`src/rtl/fma16_pkg.sv`:
```
// Shared constants and types for the FMA16 operand unpack path.
package fma16_pkg;
    localparam int NE      = 5;
    localparam int NF      = 10;
    localparam int BIAS    = 15;
    localparam int EXP_MAX = 31;

    typedef struct packed {
        logic is_zero;
        logic is_sub;
        logic is_inf;
        logic is_nan;
        logic is_snan;
    } fp16_class_t;

    typedef enum logic [1:0] {IDLE, NORM, DONE} unpack_state_t;
endpackage

```
`src/rtl/fma16_lzc.sv`:
```
// Leading-zero counter over the (NF+1)-bit mantissa; an all-zero input reports NF+1.
module fma16_lzc
    import fma16_pkg::*;
#(
    parameter int W  = NF + 1,
    parameter int CW = $clog2(W + 1)
) (
    input  logic [W-1:0]  a,
    output logic [CW-1:0] cnt
);
    // Ascending scan: the highest set bit is visited last, so its count wins.
    always_comb begin
        cnt = CW'(W);
        for (int i = 0; i < W; i++) begin
            if (a[i]) cnt = CW'(W - 1 - i);
        end
    end
endmodule

```
`src/rtl/fma16_unpack.sv`:
```
// Unpacks and classifies a binary16 operand behind valid/ready handshakes.
// Define FMA16_UNPACK_LZC_EN to normalize subnormals in one cycle (LZC + barrel shift).
module fma16_unpack
    import fma16_pkg::*;
#(
    parameter int NE  = fma16_pkg::NE,
    parameter int NF  = fma16_pkg::NF,
    parameter int XEW = 7
) (
    input  logic             clk,
    input  logic             reset,
    input  logic             in_valid,
    output logic             in_ready,
    input  logic [NE+NF:0]   x,
    output logic             out_valid,
    input  logic             out_ready,
    output logic             xs,
    output logic [XEW-1:0]   xe,
    output logic [NF:0]      xm,
    output logic             is_zero,
    output logic             is_sub,
    output logic             is_inf,
    output logic             is_nan,
    output logic             is_snan
);
    unpack_state_t state;
    fp16_class_t   cls;

    logic [NE-1:0]  e_fld;
    logic [NF-1:0]  f_fld;
    fp16_class_t    c_cls;
    logic [XEW-1:0] c_xe;
    logic [NF:0]    c_xm;
    logic           c_norm;
    logic           accept;

    assign e_fld    = x[NE+NF-1:NF];
    assign f_fld    = x[NF-1:0];
    // A DONE result that is leaving this edge frees the slot for a new operand.
    assign in_ready = (state == IDLE) | ((state == DONE) & out_ready);
    assign accept   = in_valid & in_ready;

`ifdef FMA16_UNPACK_LZC_EN
    logic [$clog2(NF+2)-1:0] lz;

    fma16_lzc u_lzc (
        .a   ({1'b0, f_fld}),
        .cnt (lz)
    );
`endif

    // NOTE: every combinational output gets a default first so no path infers a latch.
    always_comb begin
        c_cls  = '0;
        c_xe   = '0;
        c_xm   = '0;
        c_norm = 1'b0;
        if (e_fld == '0) begin
            if (f_fld == '0) begin
                c_cls.is_zero = 1'b1;
            end else begin
                c_cls.is_sub = 1'b1;
`ifdef FMA16_UNPACK_LZC_EN
                c_xm = {1'b0, f_fld} << lz;
                c_xe = XEW'(1 - BIAS) - XEW'(lz);
`else
                c_xm   = {1'b0, f_fld};
                c_xe   = XEW'(1 - BIAS);
                c_norm = 1'b1;
`endif
            end
        end else if (e_fld == NE'(EXP_MAX)) begin
            c_xe = XEW'(EXP_MAX - BIAS);
            c_xm = {1'b0, f_fld};
            if (f_fld == '0) begin
                c_cls.is_inf = 1'b1;
            end else begin
                c_cls.is_nan  = 1'b1;
                c_cls.is_snan = ~f_fld[NF-1];
            end
        end else begin
            c_xe = XEW'(e_fld) - XEW'(BIAS);
            c_xm = {1'b1, f_fld};
        end
    end

    // NOTE: state registers use non-blocking assignments so every flop samples pre-edge values.
    always_ff @(posedge clk or posedge reset) begin
        if (reset) begin
            state     <= IDLE;
            out_valid <= 1'b0;
            xs        <= 1'b0;
            xe        <= '0;
            xm        <= '0;
            cls       <= '0;
        end else if (accept) begin
            xs        <= x[NE+NF];
            xe        <= c_xe;
            xm        <= c_xm;
            cls       <= c_cls;
            state     <= c_norm ? NORM : DONE;
            out_valid <= ~c_norm;
        end else begin
            case (state)
                NORM: begin
                    // The bit about to land in xm[NF] decides whether this is the last shift.
                    xm <= xm << 1;
                    xe <= xe - XEW'(1);
                    if (xm[NF-1]) begin
                        state     <= DONE;
                        out_valid <= 1'b1;
                    end
                end
                DONE: begin
                    if (out_ready) begin
                        state     <= IDLE;
                        out_valid <= 1'b0;
                    end
                end
                default: ;
            endcase
        end
    end

    assign is_zero = cls.is_zero;
    assign is_sub  = cls.is_sub;
    assign is_inf  = cls.is_inf;
    assign is_nan  = cls.is_nan;
    assign is_snan = cls.is_snan;
endmodule

```
`config.mk`:
```
export PLATFORM = sky130hd
export DESIGN_NAME = fma16_unpack
export DESIGN_NICKNAME = d
export VERILOG_FILES = /design/src/rtl/fma16_pkg.sv /design/src/rtl/fma16_lzc.sv /design/src/rtl/fma16_unpack.sv
export SDC_FILE = /design/constraint.sdc
export NUM_CORES = 1
export LEC_CHECK = 0
export BUFFER_PORTS_ARGS = -buffer_cell sky130_fd_sc_hd__buf_2
export CAP_MARGIN = 15
export CELL_PAD_IN_SITES_DETAIL_PLACEMENT = 0
export CELL_PAD_IN_SITES_GLOBAL_PLACEMENT = 2
export CORE_UTILIZATION = 31
export DETAILED_ROUTE_END_ITERATION = 8
export GPL_ROUTABILITY_DRIVEN = 0
export MAX_ROUTING_LAYER = met4
export PLACE_DENSITY = 0.93
export SLEW_MARGIN = 20
export SYNTH_ARGS = -nofsm -noshare
export SYNTH_HDL_FRONTEND = slang
export SYNTH_HIERARCHICAL = 1
export SYNTH_SLANG_ARGS = --single-unit
```
`constraint.sdc`:
```
create_clock -name clk -period 4 [get_ports clk]
set_input_delay 0.6 -clock clk [delete_from_list [all_inputs] [get_ports clk]]
set_output_delay 0.6 -clock clk [all_outputs]
set_load 0.02 [all_outputs]
```
**Word-level counts from Yosys, hierarchy flattened**

Index checks and enable logic that the tools add are counted.
Widths: inputs -> output; s select.

- Register bits: 27
- Word-level logic and storage cells: 54
- Output and inout bits: 26
- Bits of input ports: 20

- Reductions and logical operators: 6
- Bitwise logic cells: 5
- Add/subtract/negate cells: 2
- Equal/unequal tests: 5
- Muxes and demuxes: 26

Operators by type and width:

| cell | number |
|---|---|
| $mux 11 | 4 |
| $mux 7 | 5 |
| $mux 2 | 6 |
| $logic_not 10->1 | 1 |
| $mux 10 | 1 |
| $sub 7x1->7 const B | 1 |
| $mux 1 | 6 |
| $mux 3 | 2 |
| $ne 3x3->1 const B | 2 |
| $sub 5x4->6 const B | 1 |
| $eq 5x5->1 const B | 1 |
| $logic_not 5->1 | 1 |
| $pmux 2 s2 | 1 |
| $reduce_and 3->1 | 1 |
| $reduce_bool 3->1 | 1 |
| $and 1x1->1 | 2 |
| $eq 2x1->1 const B | 1 |
| $eq 2x2->1 const B | 1 |
| $logic_not 2->1 | 1 |
| $not 1->1 | 2 |
| $pmux 1 s2 | 1 |
| $reduce_bool 2->1 | 1 |
| $or 1x1->1 | 1 |

**Logic depth before layout (Yosys ltp)**

Gate-level depths: netlist of the first run.

- Depth after elaboration: 6
- Mapped depth: 6
- Gate-level depth less buffers: 6

**Least setup slack after synthesis of the first run**

OpenSTA, ideal clock, no wires.

- Path type: input -> register
- Start point: input x[10]
- End point: register xe[2]
- Data arrival time: 1759 ps
- Required time: 3923 ps
- Path buffers: 0
- Path slack: 2164 ps
- Library setup time: 77 ps
- Stages: 5
- Path through: ha_1 and3_1 ha_1 or4_1 o21ai_1

- Word-level cells in the longest chain between the ends: 4
- Elaborated cells between the ends (all ways): 6
- Those cells by class: 1 x add/sub; 1 x eq/ne; 3 x mux; 1 x reduce/logical

RTL lines:

| item | RTL line | text |
|---|---|---|
| from (decl) | fma16_unpack.sv:14 | `input logic [NE+NF:0] x,` |
| $sub 5x4->6 or $eq 5x5->1 (tied branches) | fma16_unpack.sv:82, fma16_unpack.sv:72 |  |
| $mux 7 | fma16_unpack.sv:72 | `end else if (e_fld == NE'(EXP_MAX)) begin` |
| $mux 7 * | fma16_unpack.sv:58 | `if (e_fld == '0) begin` |
| $mux 7 * | fma16_unpack.sv:96 | `end else if (accept) begin` |
| to (signal assigned) | fma16_unpack.sv:108 | `xe <= xe - XEW'(1);` |
| to (decl) | fma16_unpack.sv:18 | `output logic [XEW-1:0] xe,` |

Every way passes the cells marked *; elsewhere a longest branch is shown, timed or not.
A chain may end at the register's enable or synchronous reset.

==> results by group, run 1 <==
Drt
  – Total detailed-routing wirelength: 3320 µm
  – Vias/cell: 5.05
  – First-pass iteration count of the detailed router: 4
  – Wire per inst: 13.2 µm
  – DRC viols: 0
  – DR vias: 1268
  – 1st-iter DRT viols: 62
  – Antenna-violating nets left: 0

Critical path
  – Startpoint types: register
  – Slowest CP cell: o211ai_1
  – Worst setup EP type: register
  – Worst EP required: 4190 ps
  – WP data arrival: 2040 ps
  – Crit Path Max Fanout: 20
  – FF-to-FF path depth: 5
  – Crit Reg-Reg Startpoint: out_valid$_DFFE_PP0P_
  – Max incr delay on CP: 700 ps
  – Worst R2R Setup Slack: 2150 ps
  – Critical path type: reg2reg
  – Critical Path, Cell by Cell: inv_2 > o211ai_1 > buf_4 > nor2_1 > a31oi_1
  – Worst reg2reg endpoint: xm[3]$_DFFE_PP0P_

STA
  – Achievable frequency: 541 MHz
  – Clock skew: 1.54 ps
  – Worst setup margin: 2150 ps
  – Minimum clock period: 1850 ps
  – Setup_tns: 0 ps
  – Tcrit/Tclk final: 46.2%
  – Final hold slack: 476 ps
  – Worst slew margin: 35.2%
  – Slew Viols, Final: 0
  – Final hold viol count: 0
  – Unrepaired setup endpoints after global routing: false
  – Worst-margin pin slew: 971 ps
  – Final setup violation count: 0

CTS
  – Hold buffer count at CTS: 0
  – CTS tree: yes
  – Worst-Skew Late Latency: 270 ps
  – Maximum clock path buffer count: 2
  – Post-cts sizing count: 0
  – Inserted Clock Buffers: 3
  – Post-CTS Repair Setup Buffers: 0
  – CTS sink count: 26
  – H-tree level count: 1
  – Clock Tree Root: clkbuf_8
  – Clock input transition at the sequential cells of the worst setup and hold paths: 90 ps

Min path
  – Hold path depth: 2
  – HP Class: reg2reg
  – Hold Path Origin: xs$_DFFE_PP0P_
  – End of the worst hold path: xs$_DFFE_PP0P_

Floorplanning
  – Chip height: 70.0 µm
  – Core box area: 0.00438 mm²
  – I/O pin cnt: 46
  – Die Area: 0.00489 mm²
  – Starting Density: 32.6%
  – Die width: 70.0 µm
  – Rows: 24

Yosys
  – Post-synth ARST share: 100%
  – Register area share after synthesis: 45.5%
  – Synth area leaders: dfrtp_1, nand2_1, nor2_1
  – Syn. warnings: 6
  – Seq cells post-synth: 26
  – Post-synth EDFFs: 0
  – Cells after Synth: 155
  – Top cell type's share of synthesized area: 45.5%
  – Yosys top cell by area: dfrtp_1
  – Distinct cells, synth: 41
  – Top FF cell, synth: dfrtp_1
  – Avg Cell Area, Syn: 9.23 µm²
  – Post-Syn Area: 0.00143 mm²
  – Post-Syn Nets: 180

Final layout
  – FILL cells: 457
  – Most frequent cells in the layout: buf_2, nand2_1, dfrtp_1, nor2_1
  – Ant diodes: 0
  – Area grow syn2layout: 24.1%
  – Commonest non-fill, non-tap cell in the layout: buf_2
  – Layout Nets: 225
  – Fraction of layout cells with a size suffix above 1: 30.2%

Status
  – Run status: completed

Pwr
  – Pwr dens: 288 mW/mm²
  – Leak pwr: 0.858 nW
  – Peak VDD IR: 112 µV

GRT
  – Vias in the first global route: 1200
  – First-pass GRT wire length: 5710 µm
  – Global route overflow: 0
  – Initial antenna violation count: 0
  – GRT Total Usage: 14.9%
  – Largest net degree at the start of global routing: 27

Placement
  – Port Buffer Count: 45
  – Hpwl dp: 2510 µm
  – Dpl ws: 1900 ps

Job
  – MaxCap Viol Count: 0
## worst max-delay path: cells and delay by family, from the launching register on
kind | cells | cell delay [ps]
and+or+nand+nor | 1 | 70
DFF | 1 | 420
buffers and inverters | 2 | 430
AOI/OAI and AO/OA | 2 | 850
## layout make-up
cell class	instances	area, µm²	area share (%)
multi-input cells	113	716	40.3
clock inverters	1	30.0	1.69
repair buffers	47	240	13.5
flip-flops and latches	26	651	36.6
well taps	52	65.1	3.66
clock buffers	3	41.3	2.32
inverters	9	33.8	1.90
## per-layer routing
layer | track usage (%) | wire length [µm] | vias to the layer above
met5 | - | 0 | -
met4 | 3.33 | 15 | 0
met3 | 2.16 | 165 | 2
met2 | 22.4 | 1480 | 35
met1 | 21.2 | 1660 | 605
li1 | - | - | 626
## cells by family (layout without fill, tap and decap cells)
group	after synthesis	in the layout	share of synthesized area (%)
adders and majority gates	5	5	4.37
xor gates and xnor gates	7	7	4.28
and+or+nand+nor	68	68	22.7
muxes	3	3	2.36
DFF	26	26	45.5
buffers and inverters	16	60	4.55
AOI/OAI and AO/OA	30	30	16.3
## power breakdown
part           internal (mW)  switching [mW]  total (mW)  leakage, nW
logic                 0.0117          0.0192      0.0308        0.548
registers              0.263               0       0.263        0.274
clock network          0.134          0.0845       0.218       0.0357
## how the worst max path moves through the flow
stage	startpoint	endpoint	slack (ps)
3_3_place_gp	out_ready	xm[6]$_DFFE_PP0P_	1900
4_1_cts	out_valid$_DFFE_PP0P_	xm[3]$_DFFE_PP0P_	2130
3_5_place_dp	out_ready	xm[4]$_DFFE_PP0P_	1900
6_report	out_valid$_DFFE_PP0P_	xm[3]$_DFFE_PP0P_	2150
2_1_floorplan	x[10]	xe[2]$_DFFE_PP0P_	2160
5_1_grt	out_valid$_DFFE_PP0P_	xm[7]$_DFFE_PP0P_	1920
## Yosys cell counts (2+ instances only)
| library cell | number |
|---|---|
| and3_1 | 2 |
| clkbuf_1 | 2 |
| buf_2 | 4 |
| xnor2_1 | 3 |
| or4_1 | 2 |
| or3_1 | 2 |
| nand2b_1 | 2 |
| dfrtp_1 | 26 |
| nor2_1 | 17 |
| ha_1 | 5 |
| o21ai_0 | 2 |
| a221o_1 | 2 |
| mux2_2 | 3 |
| a31oi_1 | 8 |
| xor2_1 | 4 |
| nor4_2 | 2 |
| nor3_1 | 2 |
| a21oi_1 | 2 |
| o21ai_1 | 2 |
| nor2b_1 | 2 |
| inv_1 | 8 |
| nand2_1 | 29 |
| o211a_1 | 2 |
| nand3_1 | 5 |
## registers in the layout, summed over array words and instances (netlist names)
| register | count |
|---|---|
| xm | 11 |
| is_snan | 1 |
| xs | 1 |
| out_valid | 1 |
| xe | 7 |
| is_inf | 1 |
| is_zero | 1 |
| is_nan | 1 |
| state | 1 |
| is_sub | 1 |
## through the flow
step / power (mW) / area, µm² / instances / utilization [%]
floorplan: 0.280 / 1430 / 155 / -
global placement: 0.299 / 1710 / 247 / 38.9
detailed placement: 0.299 / 1710 / 247 / 38.9
CTS: 0.518 / 1780 / 251 / 40.5
global route: 0.531 / 1780 / 251 / 40.5
finish: 0.512 / 1780 / 251 / 40.5
Power figures use the tool's default switching activity.
==> run 2: changes to the inputs <==
--- a/config.mk
+++ b/config.mk
@@ -9,11 +9,11 @@
 export CAP_MARGIN = 15
 export CELL_PAD_IN_SITES_DETAIL_PLACEMENT = 0
 export CELL_PAD_IN_SITES_GLOBAL_PLACEMENT = 2
-export CORE_UTILIZATION = 31
+export CORE_UTILIZATION = 29
 export DETAILED_ROUTE_END_ITERATION = 8
 export GPL_ROUTABILITY_DRIVEN = 0
 export MAX_ROUTING_LAYER = met4
-export PLACE_DENSITY = 0.93
+export PLACE_DENSITY = 0.89
 export SLEW_MARGIN = 20
 export SYNTH_ARGS = -nofsm -noshare
 export SYNTH_HDL_FRONTEND = slang
==> constraint.sdc (replaced) <==
create_clock -name clk -period 1.85 [get_ports clk]
set_input_delay 0.2775 -clock clk [delete_from_list [all_inputs] [get_ports clk]]
set_output_delay 0.2775 -clock clk [all_outputs]
set_load 0.02 [all_outputs]
==> run 2 against run 1 <==
Against the previous run:
- wire length up 6.3%
- critical path depth unchanged
- non-clock buffer count up 5
- largest cell class unchanged
- largest power group unchanged
==> results by group, run 2 (same netlist as run 1, synthesis figures left out) <==
Status
  – Run status: completed

Critical path
  – FF-to-FF path depth: 5
  – Worst path top cell family by delay: compound AO/OA/AOI/OAI gates
  – Slowest CP cell: o211ai_1
  – Critical path type: reg2reg
  – Crit Path Max Fanout: 10
  – Worst reg2reg endpoint: is_snan$_DFFE_PP0P_
  – Worst setup EP type: register
  – WP data arrival: 1790 ps
  – Worst R2R Setup Slack: 230 ps
  – Worst Path Buf+Inv: 2
  – Critical Path, Cell by Cell: inv_2 > o211ai_1 > buf_4 > nor2_1 > a22o_1
  – Startpoint types: register
  – Crit Reg-Reg Startpoint: out_valid$_DFFE_PP0P_
  – Max incr delay on CP: 520 ps
  – Worst EP required: 2020 ps

Min path
  – HP Class: in2async

Floorplanning
  – Chip height: 72.3 µm
  – Core box area: 0.00472 mm²
  – Starting Density: 30.3%
  – Die width: 72.3 µm
  – Die Area: 0.00522 mm²
  – Rows: 25
  – I/O pin cnt: 46

Final layout
  – FILL cells: 486
  – Commonest non-fill, non-tap cell in the layout: buf_2
  – Most frequent cells in the layout: buf_2, nand2_1, dfrtp_1, nor2_1
  – Layout Nets: 230
  – Largest regs: xm x11, xe x7
  – Largest Register: xm
  – Fraction of layout cells with a size suffix above 1: 31.5%
  – Area grow syn2layout: 26.0%
  – Ant diodes: 0
  – Max reg flops: 11

CTS
  – CTS sink count: 26
  – CTS tree: yes
  – Clock input transition at the sequential cells of the worst setup and hold paths: 90 ps
  – Hold buffer count at CTS: 0
  – Maximum clock path buffer count: 2
  – Inserted Clock Buffers: 3
  – H-tree level count: 1
  – Clock Tree Root: clkbuf_8
  – Post-cts sizing count: 0
  – Worst-Skew Late Latency: 270 ps
  – Post-CTS Repair Setup Buffers: 0

GRT
  – Vias in the first global route: 1253
  – Initial antenna violation count: 0
  – Largest net degree at the start of global routing: 27
  – GRT Total Usage: 15.4%
  – First-pass GRT wire length: 6000 µm
  – Global route overflow: 0

Pwr
  – Peak VDD IR: 248 µV
  – Total power: 963 µW
  – Leak pwr: 0.868 nW
  – Pwr dens: 534 mW/mm²

STA
  – Final setup violation count: 0
  – Setup_tns: 0 ps
  – Worst-margin pin slew: 612 ps
  – Slew Viols, Final: 0
  – Achievable frequency: 617 MHz
  – Worst setup margin: 228 ps
  – Worst slew margin: 59.0%
  – Minimum clock period: 1620 ps
  – Unrepaired setup endpoints after global routing: false
  – Clock skew: 0.781 ps
  – Tcrit/Tclk final: 87.7%
  – Final hold viol count: 0
  – Final hold slack: 42.9 ps

Drt
  – Wire per inst: 13.1 µm
  – DR vias: 1265
  – DRC viols: 0
  – Vias/cell: 4.69
  – Total detailed-routing wirelength: 3530 µm
  – First-pass iteration count of the detailed router: 4
  – Antenna-violating nets left: 0
  – 1st-iter DRT viols: 34

Placement
  – Dpl ws: 134 ps
  – Port Buffer Count: 45
  – Hpwl dp: 2680 µm

Job
  – MaxCap Viol Count: 0
==> run 2: changes by cell type in the layout (fill, tap and decap cells not counted) <==
| cell | previous run | this run |
|---|---|---|
| buf_4 | 2 | 7 |
| bufinv_16 | 1 | 0 |
==> run 2: cell type report <==
| cell class | instances | area, µm² | area share (%) |
|---|---|---|---|
| inverters | 9 | 33.8 | 1.87 |
| repair buffers | 52 | 278 | 15.4 |
| well taps | 67 | 83.8 | 4.65 |
| flip-flops and latches | 26 | 651 | 36.1 |
| multi-input cells | 113 | 716 | 39.7 |
| clock buffers | 3 | 41.3 | 2.29 |
==> run 2: per-stage QoR <==
step                area [µm²]  cells  util (%)
floorplan                 1430    155         -
global placement          1760    267      37.3
detailed placement        1760    267      37.3
CTS                       1800    270      38.2
global route              1800    270      38.2
finish                    1800    270      38.2
==> run 2: power breakdown <==
part / switching [mW] / internal [mW]
Clock: 0.180 / 0.146
Combinational: 0.0415 / 0.0272
Sequential: 0 / 0.568
==> run 2: worst max path at each step <==
stage / start / to / slack [ps] / cells past startpoint
final: out_valid$_DFFE_PP0P_ / is_snan$_DFFE_PP0P_ / 230 / 5
after global routing: out_valid$_DFFE_PP0P_ / xm[3]$_DFFE_PP0P_ / 40 / 5
after CTS: out_valid$_DFFE_PP0P_ / is_snan$_DFFE_PP0P_ / 210 / 5
after detailed placement: x[10] / xe[2]$_DFFE_PP0P_ / 130 / 6
after global placement: x[10] / xm[10]$_DFFE_PP0P_ / 140 / 7
after floorplan: out_valid$_DFFE_PP0P_ / is_nan$_DFFE_PP0P_ / 330 / 4
==> run 2: tightest hold or removal path: stages <==
cell   delay, ps
buf_2         90
inv_1         40
buf_4        310
==> run 2: metal layers <==
metal	part of all wire (%)	up-vias	wire (µm)	global-route usage, %
li1	-	635	-	-
met1	51	591	1790	21.0
met2	43	34	1520	23.9
met3	4.8	5	170	1.94
met4	1.3	0	46	5.23
met5	0	-	0	-
==> run 3: changes to the inputs <==
--- a/config.mk
+++ b/config.mk
@@ -9,6 +9,7 @@
 export CAP_MARGIN = 15
 export CELL_PAD_IN_SITES_DETAIL_PLACEMENT = 0
 export CELL_PAD_IN_SITES_GLOBAL_PLACEMENT = 2
+export CORE_MARGIN = 2
 export CORE_UTILIZATION = 29
 export DETAILED_ROUTE_END_ITERATION = 8
 export GPL_ROUTABILITY_DRIVEN = 0
==> run 3 against run 2 <==
Against the previous run:
- maximum frequency grew 6.9%
- design area grew 1.2%
- clock power grew 44%
- first-iteration DRC count shrank 8.8%
- non-clock buffer count shrank 1
- register-to-register slack gained 100 ps
- via count shrank 1.2%
- critical path depth shrank 1
- die area grew 5.6%
- clock skew grew 5.8 ps
- critical endpoint is now xe[5]$_DFFE_PP0P_
- largest cell class unchanged
==> results by group, run 3 (same netlist as run 1, synthesis figures left out) <==
Status
  – Run status: completed

Placement
  – Port Buffer Count: 45
  – Placement Cell Area: 0.00175 mm²
  – Placed Cells: 266
  – Hpwl dp: 2620 µm

STA
  – Worst slew margin: 64.8%
  – Tcrit/Tclk final: 82.0%
  – Slew Viols, Final: 0
  – Final setup violation count: 0
  – Minimum clock period: 1520 ps
  – Achievable frequency: 659 MHz
  – Worst-margin pin slew: 528 ps
  – Clock skew: 6.54 ps
  – Setup_tns: 0 ps
  – Unrepaired setup endpoints after global routing: false
  – Final hold viol count: 0

Final layout
  – Final core occ: 38.4%
  – Largest regs: xm x11, xe x7
  – Cell area after layout: 0.00183 mm²
  – Fraction of layout cells with a size suffix above 1: 31.5%
  – Most frequent cells in the layout: buf_2, nand2_1, dfrtp_1, nor2_1
  – Max reg flops: 11
  – Layout Nets: 229
  – Largest Register: xm
  – Ant diodes: 0
  – Post-route insts no fill: 270
  – Commonest non-fill, non-tap cell in the layout: buf_2
  – Area grow syn2layout: 27.5%

Drt
  – DR vias: 1250
  – Antenna-violating nets left: 0
  – First-pass iteration count of the detailed router: 4
  – 1st-iter DRT viols: 31
  – Total detailed-routing wirelength: 3420 µm
  – DRC viols: 0
  – Wire per inst: 12.6 µm
  – Vias/cell: 4.63

Critical path
  – Crit Reg-Reg Startpoint: out_valid$_DFFE_PP0P_
  – Worst EP required: 2020 ps
  – Worst setup EP type: register
  – Crit Path Max Fanout: 14
  – WP data arrival: 1690 ps
  – Crit path capture: xe[5]$_DFFE_PP0P_
  – FF-to-FF path depth: 4
  – Crit path launch: out_valid$_DFFE_PP0P_
  – Critical path type: reg2reg
  – Worst reg2reg endpoint: xe[5]$_DFFE_PP0P_
  – Worst R2R Setup Slack: 330 ps
  – Startpoint types: register

Min path
  – HP Class: in2async

CTS
  – Hold buffer count at CTS: 0
  – Maximum clock path buffer count: 2
  – H-tree level count: 1
  – Worst-Skew Late Latency: 270 ps
  – Post-cts sizing count: 0
  – CTS tree: yes
  – Inserted Clock Buffers: 3
  – Post-CTS Repair Setup Buffers: 0
  – Clock Tree Root: clkbuf_8
  – Clock input transition at the sequential cells of the worst setup and hold paths: 90 ps
  – CTS sink count: 26

Floorplanning
  – Core box area: 0.00475 mm²
  – Chip height: 74.3 µm
  – Die Area: 0.00551 mm²
  – Rows: 25
  – Die width: 74.3 µm
  – Starting Density: 30.1%
  – I/O pin cnt: 46

Pwr
  – Peak VDD IR: 239 µV
  – Leak pwr: 0.878 nW
  – Pwr dens: 605 mW/mm²

GRT
  – First-pass GRT wire length: 5580 µm
  – Global route overflow: 0
  – Initial antenna violation count: 0
  – Vias in the first global route: 1222
  – GRT Total Usage: 13.4%
  – Largest net degree at the start of global routing: 27

Job
  – MaxCap Viol Count: 0
[run 3: per-stage QoR]
| stage | setup WS [ps] | total power, mW | hold WS (ps) |
|---|---|---|---|
| after floorplan | 326 | 0.606 | 318 |
| after global placement | 141 | 0.648 | 354 |
| after detailed placement | 126 | 0.648 | 349 |
| after CTS | 300 | 1.11 | 60.0 |
| after global routing | 167 | 1.14 | 69.0 |
| final | 333 | 1.10 | 49.5 |
[run 3: where the power goes]
part	internal (mW)	leakage, nW	switching, mW	total, mW
sequential	0.568	0.274	0	0.568
combinational	0.0273	0.567	0.0401	0.0674
clock	0.289	0.0357	0.180	0.469
[run 3: cell type report]
cell class,instances,area (µm²)
Inverter,9,33.8
Sequential cell,26,651
Multi-Input combinational cell,113,716
Fill cell,518,2930
Clock inverter,1,30.0
Clock buffer,3,41.3
Timing Repair Buffer,51,270
Tap cell,67,83.8
[run 3: how the worst min path moves through the flow]
stage           from               endpoint  slack [ps]  cells past startpoint
4_1_cts        reset      xe[6]$_DFFE_PP0P_          60                      3
2_1_floorplan  reset     is_inf$_DFFE_PP0P_         320                      1
3_3_place_gp   reset  out_valid$_DFFE_PP0P_         350                      3
6_report       reset      xe[5]$_DFFE_PP0P_          50                      3
5_1_grt        reset      xe[6]$_DFFE_PP0P_          70                      3
3_5_place_dp   reset     is_sub$_DFFE_PP0P_         350                      3
[run 3: critical path, cell delays in order (launching register included)]
cell,delay (ps)
dfrtp_1,410
inv_2,60
o211a_1,410
mux2_2,340
o211a_1,200
[run 3: per-layer routing]
layer  vias to the layer above  wire (µm)  track usage (%)
li1                        642          -                -
met3                         2        219             1.90
met2                        32       1570             21.6
met5                         -          0                -
met1                       574       1620             17.7
met4                         0          8             3.57
